`src/rtl/rv32_mdu_if.sv`:
```
// Request/result handshake between the issue stage, the RV32M multiply/divide unit
// and write-back.
interface rv32_mdu_if #(parameter int XLEN = 32);
  logic            in_valid;
  logic            in_ready;
  logic [2:0]      funct3;
  logic [XLEN-1:0] src1;
  logic [XLEN-1:0] src2;
  logic [4:0]      rd_in;
  logic            flush;
  logic            out_valid;
  logic            out_ready;
  logic [XLEN-1:0] result;
  logic [4:0]      rd_out;
  logic            reg_wr;

  modport master (
    output in_valid, funct3, src1, src2, rd_in, flush, out_ready,
    input  in_ready, out_valid, result, rd_out, reg_wr
  );

  modport slave (
    input  in_valid, funct3, src1, src2, rd_in, flush, out_ready,
    output in_ready, out_valid, result, rd_out, reg_wr
  );
endinterface

```
`src/rtl/rv32_mdu.sv`:
```
// Iterative RV32M unit: 32-step shift-add multiply and restoring divide on operand
// magnitudes, with single-edge completion for divide-by-zero and signed overflow.
module rv32_mdu #(parameter int XLEN = 32) (
  input logic       clk,
  input logic       rst_n,
  rv32_mdu_if.slave bus
);
  typedef enum logic [1:0] {IDLE, BUSY, DONE} stateT;

  stateT           state;
  logic [4:0]      count;
  logic [2:0]      opCode;
  logic            negRes;
  logic [XLEN-1:0] mcand, hi, lo;
  logic [XLEN-1:0] resultQ;
  logic [4:0]      rdQ;
  logic            inReadyQ, outValidQ, regWrQ;

  logic            accept, signA, signB, divZero, divOvf;
  logic [XLEN-1:0] magA, magB;
  logic [XLEN:0]   sumMul, shiftDiv, diffDiv;
  logic [XLEN-1:0] nextHi, nextLo, divVal, finalRes;
  logic [2*XLEN-1:0] prod, prodSigned;

  // Operand decode on the request side: sign handling and fast-path detection.
  always_comb begin
    accept  = bus.in_valid && inReadyQ && !bus.flush;
    signA   = bus.src1[XLEN-1] && (bus.funct3 inside {3'd1, 3'd2, 3'd4, 3'd6});
    signB   = bus.src2[XLEN-1] && (bus.funct3 inside {3'd1, 3'd4, 3'd6});
    magA    = signA ? -bus.src1 : bus.src1;
    magB    = signB ? -bus.src2 : bus.src2;
    divZero = bus.funct3[2] && (bus.src2 == '0);
    divOvf  = bus.funct3[2] && !bus.funct3[0]
              && (bus.src1 == {1'b1, {(XLEN-1){1'b0}}}) && (bus.src2 == '1);
  end

  // One iteration: hi:lo is the running product for multiply, and
  // remainder:quotient for divide (dividend bits shift out of lo's MSB).
  // NOTE: every branch assigns every output here, so no latch can be inferred.
  always_comb begin
    sumMul   = {1'b0, hi} + (lo[0] ? {1'b0, mcand} : '0);
    shiftDiv = {hi, lo[XLEN-1]};
    diffDiv  = shiftDiv - {1'b0, mcand};
    if (opCode[2]) begin
      nextHi = diffDiv[XLEN] ? shiftDiv[XLEN-1:0] : diffDiv[XLEN-1:0];
      nextLo = {lo[XLEN-2:0], ~diffDiv[XLEN]};
    end else begin
      nextHi = sumMul[XLEN:1];
      nextLo = {sumMul[0], lo[XLEN-1:1]};
    end
    prod       = {nextHi, nextLo};
    prodSigned = negRes ? -prod : prod;
    divVal     = opCode[1] ? nextHi : nextLo;
    if (opCode[2])
      finalRes = negRes ? -divVal : divVal;
    else
      finalRes = (opCode[1:0] == 2'b00) ? prodSigned[XLEN-1:0] : prodSigned[2*XLEN-1:XLEN];
  end

  // NOTE: only control and output registers are reset; the datapath registers are
  // always loaded on accept before they are read, so they carry no reset.
  always_ff @(posedge clk) begin
    if (!rst_n) begin
      state     <= IDLE;
      count     <= '0;
      inReadyQ  <= 1'b1;
      outValidQ <= 1'b0;
      regWrQ    <= 1'b0;
      resultQ   <= '0;
      rdQ       <= '0;
    end else if (bus.flush) begin
      state     <= IDLE;
      inReadyQ  <= 1'b1;
      outValidQ <= 1'b0;
      regWrQ    <= 1'b0;
    end else begin
      case (state)
        IDLE: if (accept) begin
          opCode   <= bus.funct3;
          rdQ      <= bus.rd_in;
          negRes   <= (bus.funct3[2] && bus.funct3[1]) ? signA : (signA ^ signB);
          count    <= '0;
          mcand    <= magB;
          hi       <= '0;
          lo       <= magA;
          inReadyQ <= 1'b0;
          if (divZero || divOvf) begin
            state     <= DONE;
            outValidQ <= 1'b1;
            regWrQ    <= (bus.rd_in != 5'd0);
            if (divZero)
              resultQ <= bus.funct3[1] ? bus.src1 : '1;
            else
              resultQ <= bus.funct3[1] ? '0 : bus.src1;
          end else begin
            state <= BUSY;
          end
        end
        BUSY: begin
          hi    <= nextHi;
          lo    <= nextLo;
          count <= count + 5'd1;
          if (count == 5'd31) begin
            state     <= DONE;
            outValidQ <= 1'b1;
            regWrQ    <= (rdQ != 5'd0);
            resultQ   <= finalRes;
          end
        end
        DONE: if (bus.out_ready) begin
          state     <= IDLE;
          inReadyQ  <= 1'b1;
          outValidQ <= 1'b0;
          regWrQ    <= 1'b0;
        end
        default: state <= IDLE;
      endcase
    end
  end

  assign bus.in_ready  = inReadyQ;
  assign bus.out_valid = outValidQ;
  assign bus.reg_wr    = regWrQ;
  assign bus.result    = resultQ;
  assign bus.rd_out    = rdQ;
endmodule

```
`src/flat_wrapper.sv`:
```
// flat-port wrapper written by rule: the top's interface ports become plain ports
module rv32_mdu_flat 
#(parameter int XLEN = 32)
  (clk, rst_n, bus_in_valid, bus_funct3, bus_src1, bus_src2, bus_rd_in, bus_flush, bus_out_ready, bus_in_ready, bus_out_valid, bus_result, bus_rd_out, bus_reg_wr);
  rv32_mdu_if #(.XLEN(XLEN)) bus_i ();
  input logic clk;
  input logic rst_n;
  input wire logic [$bits(bus_i.in_valid)-1:0] bus_in_valid;
  input wire logic [$bits(bus_i.funct3)-1:0] bus_funct3;
  input wire logic [$bits(bus_i.src1)-1:0] bus_src1;
  input wire logic [$bits(bus_i.src2)-1:0] bus_src2;
  input wire logic [$bits(bus_i.rd_in)-1:0] bus_rd_in;
  input wire logic [$bits(bus_i.flush)-1:0] bus_flush;
  input wire logic [$bits(bus_i.out_ready)-1:0] bus_out_ready;
  output wire logic [$bits(bus_i.in_ready)-1:0] bus_in_ready;
  output wire logic [$bits(bus_i.out_valid)-1:0] bus_out_valid;
  output wire logic [$bits(bus_i.result)-1:0] bus_result;
  output wire logic [$bits(bus_i.rd_out)-1:0] bus_rd_out;
  output wire logic [$bits(bus_i.reg_wr)-1:0] bus_reg_wr;
  assign bus_i.in_valid = bus_in_valid;
  assign bus_i.funct3 = bus_funct3;
  assign bus_i.src1 = bus_src1;
  assign bus_i.src2 = bus_src2;
  assign bus_i.rd_in = bus_rd_in;
  assign bus_i.flush = bus_flush;
  assign bus_i.out_ready = bus_out_ready;
  assign bus_in_ready = bus_i.in_ready;
  assign bus_out_valid = bus_i.out_valid;
  assign bus_result = bus_i.result;
  assign bus_rd_out = bus_i.rd_out;
  assign bus_reg_wr = bus_i.reg_wr;
  rv32_mdu #(.XLEN(XLEN)) u_core (.clk(clk), .rst_n(rst_n), .bus(bus_i));
endmodule
```
`config.mk`:
```
export PLATFORM = sky130hd
export DESIGN_NAME = rv32_mdu_flat
export DESIGN_NICKNAME = d
export VERILOG_FILES = /design/src/rtl/rv32_mdu_if.sv /design/src/rtl/rv32_mdu.sv /design/src/flat_wrapper.sv
export SDC_FILE = /design/constraint.sdc
export NUM_CORES = 1
export LEC_CHECK = 0
export BUFFER_PORTS_ARGS = -buffer_cell sky130_fd_sc_hd__buf_2
export CAP_MARGIN = 15
export CORE_ASPECT_RATIO = 1.5
export CORE_UTILIZATION = 45
export CTS_CLUSTER_DIAMETER = 80
export DETAILED_ROUTE_END_ITERATION = 6
export GPL_ROUTABILITY_DRIVEN = 0
export SETUP_SLACK_MARGIN = 0.02
export SYNTH_ARGS = -nofsm -noshare
export SYNTH_HDL_FRONTEND = slang
export SYNTH_SLANG_ARGS = --single-unit
```
`constraint.sdc`:
```
create_clock -name clk -period 22.4 [get_ports clk]
set_clock_uncertainty 0.05 [all_clocks]
set_input_delay 3.36 -clock clk [delete_from_list [all_inputs] [get_ports clk]]
set_output_delay 3.36 -clock clk [all_outputs]
set_load 0.01 [all_outputs]
```
==> After elaboration in Yosys (flattened, before gate mapping) <==
Index checks and enable logic that the tools add are counted.
{ "word_totals": {"ff_bits": 147, "inputBits": 77, "out_inout_bits": 40, "elab_cells": 109} }
{ "classes": {"n_addsub": 7, "eq_ne": 13, "n_mux": 42, "bitwise": 4, "reduce_logical": 31} }
{ "op_table": {"columns": ["op", "n"], "rows": [
  ["$mux 32", 18],
  ["$pmux 32 s2", 3],
  ["$neg 32->32", 3],
  ["$eq 32x32->1 const B", 2],
  ["$mux 64", 1],
  ["$neg 64->64", 1],
  ["$add 32x33->33", 1],
  ["$sub 33x32->33", 1],
  ["$logic_not 32->1", 1],
  ["$reduce_and 3->1", 4],
  ["$mux 1", 10],
  ["$pmux 5 s2", 1],
  ["$reduce_and 5->1", 2],
  ["$reduce_bool 5->1", 2],
  ["$logic_and 1x1->1", 9],
  ["$mux 2", 4],
  ["$reduce_and 4->1", 2],
  ["$eq 3x3->1 const B", 2],
  ["$ne 2x1->1 const B", 3],
  ["$pmux 1 s3", 2],
  ["$pmux 2 s3", 1],
  ["$reduce_bool 3->1", 2],
  ["$add 5x1->5 const B", 1],
  ["$eq 5x5->1 const B", 1],
  ["15 further kinds", 20]
]} }

==> Longest topological paths before layout <==
{ "depth": {"ltp_word": 9, "mapped_depth": 26, "ltp_nobuf": 24} }

==> Least setup slack after synthesis <==
OpenSTA, ideal clock, no wires.
{ "synth_path": {"kind": "input -> register", "start": "input bus_in_valid", "end": "register u_core.hi[0] (enable)", "setup_time_ns": 0.651, "t_arrival_ns": 9.776, "t_required_ns": 21.699, "slack_ns": 11.923, "stages": 5, "n_path_buf": 0, "path_cell_list": "nor2b_1 nand2_1 nand2_1 inv_1 nor4_1"} }
{ "synth_via": {"elab_chain_len": 4} }
{ "synth_lines": {"columns": ["element", "line", "rtl"], "rows": [
  ["start, declared", "flat_wrapper.sv:8", "input wire logic [$bits(bus_i.in_valid)-1:0] bus_in_valid;"],
  ["$logic_and 1x1->1 (2 in a row)", "rv32_mdu.sv:27", "accept = bus.in_valid && inReadyQ && !bus.flush;"],
  ["$ne 2x1->1 (no source line)", null, null],
  ["$reduce_and 4->1 (no source line)", null, null],
  ["end signal, assigned", "rv32_mdu.sv:100", "hi <= nextHi;"],
  ["end, declared", "rv32_mdu.sv:14", "logic [XLEN-1:0] mcand, hi, lo;"]
]} }
Every way passes these cells.
A chain may end at the register's enable or synchronous reset.

==> Worst setup path in the final report <==
{ "layout_path": {"start": "input bus_src1[10]", "end": "register u_core.resultQ[19] (netlist: u_core.bus.result[19])"} }
{ "layout_via": {"elab_chain_len": 6} }
{ "layout_lines": {"columns": ["element", "line", "rtl"], "rows": [
  ["start, declared", "flat_wrapper.sv:10", "input wire logic [$bits(bus_i.src1)-1:0] bus_src1;"],
  ["$eq 32x32->1", "rv32_mdu.sv:34", "&& (bus.src1 == {1'b1, {(XLEN-1){1'b0}}}) && (bus.src2 == '1);"],
  ["$logic_and 1x1->1 (2 in a row)", "rv32_mdu.sv:34", null],
  ["$logic_or 1x1->1", "rv32_mdu.sv:87", "if (divZero || divOvf) begin"],
  ["$ne 2x1->1 (no source line)", null, null],
  ["$reduce_and 5->1 (no source line)", null, null],
  ["end signal, assigned", "rv32_mdu.sv:92", "resultQ <= bus.funct3[1] ? bus.src1 : '1;"],
  ["end signal, assigned", "rv32_mdu.sv:94", "resultQ <= bus.funct3[1] ? '0 : bus.src1;"],
  ["end signal, assigned", "rv32_mdu.sv:107", "resultQ <= finalRes;"],
  ["end, declared", "rv32_mdu.sv:15", "logic [XLEN-1:0] resultQ;"]
]} }
Every way passes these cells.

==> metrics <==
result of the run=finished, final reports clean; async set or reset register ratio after synthesis=0%; share of final-layout standard cells stronger than drive strength 1=10.5%; cells taking the most area after synthesis=sky130_fd_sc_hd__edfxtp_1, sky130_fd_sc_hd__a21oi_1, sky130_fd_sc_hd__dfxtp_1; number of setup violations in the final report=0; global route hottest layer=met2; vias post-DR=17400; CTS Buf Count=17; overflow left after global routing=0; worst stage delay on the critical path=920 ps; worst hold path class=reg -> reg; synthesized netlist net count=2315; crit path buf inv count=2; Clock power frac=33.7%; net count reported at finish=2355; class of the most critical setup path=in -> reg; max_slew headroom=22.6%; critical path data arrival time=7840 ps; DIE AREA=36800 µm²; Post-Route Setup TNS=0 ps; sort of element at the end of the critical path=flop; placeable core area=35300 µm²; combinational cell fraction of total power=30.6%; met3 demand-to-capacity share in global routing=5.60%; number of failing hold endpoints at the final stage=0; critical-path maximum fanout=38; WL final=66.0 mm; number of levels the H-tree was split into=4; Max Freq=133 MHz; GRT Total Usage=36.1%; initial antenna violation count=1; num ports=117; Avg Cell Area, Syn=7.51 µm²; post-detailed-placement cell area=17200 µm²; Layout Area Growth over Synthesis=9.56%; part of the total power dissipated in sequential elements=35.7%; startpoint type of the worst setup path=input port; Final Power=0.000888 W; DR iter-0 viols=1682; library cell with the largest summed area after synthesis=sky130_fd_sc_hd__edfxtp_1; number of unique standard cell types used by synthesis=86; transition time at the pin with the least slew margin=1150 ps; I/O Buffers=116; highest ir drop seen on vdd=60.9 µV; dominant register cell in the synthesized netlist=sky130_fd_sc_hd__edfxtp_1; setup repair after global routing missed its margin=no; site row count=84; maximum buffer depth of the clock tree=2; clock net sink count=147; Die Width=157 µm; clock latency reported for the late side of the worst-skew pair=460 ps; slowest cell on the critical path=sky130_fd_sc_hd__o21ai_0; number of global-route vias before repair=16500; fraction of the cycle the final worst path needs=33.6%; dominant delay contributor by cell family on the critical path=simple AND/OR/NAND/NOR gates; top cell type's share of synthesized area=18.5%; first-pass GRT wire length=98.5 mm; leading cell types in the layout, fill and taps excluded=sky130_fd_sc_hd__nand2_1, sky130_fd_sc_hd__a21oi_1, sky130_fd_sc_hd__nor2_1, sky130_fd_sc_hd__o21ai_0, sky130_fd_sc_hd__buf_2; Seq/Total Area, Yosys=24.3%; Slew Limit Fails=0; clock tree from TritonCTS=yes; synthesized area=16200 µm²; number of synthesized flops with an enable pin=100; Max-Cap Viols=0; total power density per cell area=50.0 nW/µm²; cell-by-cell listing of the critical path=buf_2 -> or4_1 -> nor4_1 -> nand2b_1 -> nor4_1 -> nand4_1 -> o21ai_0 -> nor2_1 -> nor2_2 -> buf_4 -> nand2_1 -> nor2_1 -> a221oi_1 -> and3_1; cell count after placement=2654; WP data required=22700 ps; cell count after synthesis=2161; final instance area=17800 µm²; switching part of the total power=36.7%; warnings from Yosys=0; Remaining DRCs=0; number of post-CTS setup repair buffers=0; grt met2 use=59.2%; Post-CTS Hold Buffers=0; power spent charging and discharging nets=0.000326 W; ANT cells=0; number of nets still failing antenna checks after routing=0; maximum number of pins on one net before global-route repair=67; die extent in y=235 µm; most frequent standard cell in the layout excluding fill and tap cells=sky130_fd_sc_hd__nand2_1; global routing usage on met1=40.2%; Internal Pwr Total=0.000562 W; post-route non-filler standard cell count=2687; clock-pin slew on the worst setup and hold paths=70 ps; flop and latch count out of synthesis=147; leakage=6.90 nW; starting utilization of the core area=45.9%; worst-case register-to-register setup slack=15350 ps; routed length per instance=24.6 µm; HPWL Detailed=50.8 mm; vias per cell=6.49; post-cts repair resize count=0; Clock Root Buffer=sky130_fd_sc_hd__clkbuf_16; final critical path time including I/O delays and setup=7530 ps; detailed-routing iteration count for the pre-antenna-repair pass=5
[routing by layer]
metal	routed length (µm)	share of wire (%)
met1	24100	37
met5	11	0.017
met2	30400	46
met4	6850	10
met3	4560	6.9
[flip-flops by register name, summed over array words and instances (netlist names)]
name and cells:
u_core.bus.result 32, u_core.hi 32, u_core.lo 32, u_core.mcand 32
u_core.bus.rd_out 5, u_core.count 5, u_core.opCode 3, u_core.state 2
u_core.bus.in_ready 1, u_core.bus.out_valid 1, u_core.bus.reg_wr 1, u_core.negRes 1
[worst paths after layout]
path / startpoint / end / cells past startpoint
hold reg to reg: u_core.bus.reg_wr$_SDFFE_PN0P_ / u_core.bus.reg_wr$_SDFFE_PN0P_ / 2
hold / removal: u_core.bus.reg_wr$_SDFFE_PN0P_ / u_core.bus.reg_wr$_SDFFE_PN0P_ / 2
setup / recovery: bus_src1[10] / u_core.bus.result[19]$_SDFFE_PN0P_ / 14
setup reg to reg: u_core.lo[31]$_DFFE_PP_ / u_core.bus.result[2]$_SDFFE_PN0P_ / 21
[cells in the mapped netlist, drive strengths merged, types with 9 or more instances]
cell    instances
ha             75
dfxtp          47
o31ai          27
mux2           19
nor2          206
maj3            9
mux2i          38
xnor2          95
o21ai         186
o21bai         10
a211oi         35
nand3          53
a31oi          58
a41oi           9
edfxtp        100
or4            11
a21o           39
o211ai         17
nor4           21
o41ai          11
inv            77
xor2           81
nand4          39
nor2b          14
a21oi         207
nand2         208
o21a           11
and2           69
and3           20
nand2b         14
nor3           63
buf            29
clkbuf         97
or3            31
[power groups by stage]
stage	clock network, W	logic [W]	registers (W)
5_1_grt	0.000309	0.000292	0.000317
2_1_floorplan	0	0.000176	0.000317
4_1_cts	0.000301	0.000264	0.000316
3_3_place_gp	0	0.000261	0.000322
6_report	0.000300	0.000272	0.000317
3_5_place_dp	0	0.000262	0.000322
[worst reg2reg max path, stage by stage, from the launching register on]
cell	delay, ps
sky130_fd_sc_hd__edfxtp_1	660
sky130_fd_sc_hd__inv_1	150
sky130_fd_sc_hd__ha_1	240
sky130_fd_sc_hd__inv_1	70
sky130_fd_sc_hd__fa_1	230
sky130_fd_sc_hd__a211oi_1	140
sky130_fd_sc_hd__or4_1	580
sky130_fd_sc_hd__and2_4	180
sky130_fd_sc_hd__o31ai_4	400
sky130_fd_sc_hd__a21oi_4	160
sky130_fd_sc_hd__a21oi_4	590
sky130_fd_sc_hd__nor2_1	150
sky130_fd_sc_hd__a21o_1	290
sky130_fd_sc_hd__inv_1	110
sky130_fd_sc_hd__ha_1	220
sky130_fd_sc_hd__or3b_2	590
sky130_fd_sc_hd__nor2_1	170
sky130_fd_sc_hd__nand2_1	120
sky130_fd_sc_hd__nor3_1	680
sky130_fd_sc_hd__o211ai_1	190
sky130_fd_sc_hd__o311ai_0	740
sky130_fd_sc_hd__a31oi_1	190
[stage by stage]
step                util, %  setup WS (ps)  hold slack (ps)
finish                 50.3          14870              404
global route           50.3          14680              422
CTS                    50.3          15050              406
detailed placement     48.6          14570              395
global placement       48.6          14760              390
floorplan                 -          11920              401
[logic make-up (layout without fill, tap and decap cells)]
kind of cell    Yosys count  after routing  share of synthesized area (%)
simple gates            776            776                           23.2
compound gates          716            716                           27.9
xor+xnor                176            176                           9.50
flops                   147            147                           24.3
fa+ha+maj                86             86                           6.59
buf+inv                 203            256                           4.81
mux                      57             57                           3.66
[cell type report]
type / instances / area [µm²]
Fill cell: 3571 / 17500
Multi-Input combinational cell: 1811 / 11500
Sequential cell: 147 / 3940
Timing Repair Buffer: 147 / 818
Tap cell: 473 / 592
Clock buffer: 17 / 425
Inverter: 77 / 289
Clock inverter: 15 / 169
Note: power is estimated with default switching activity, not from simulation.
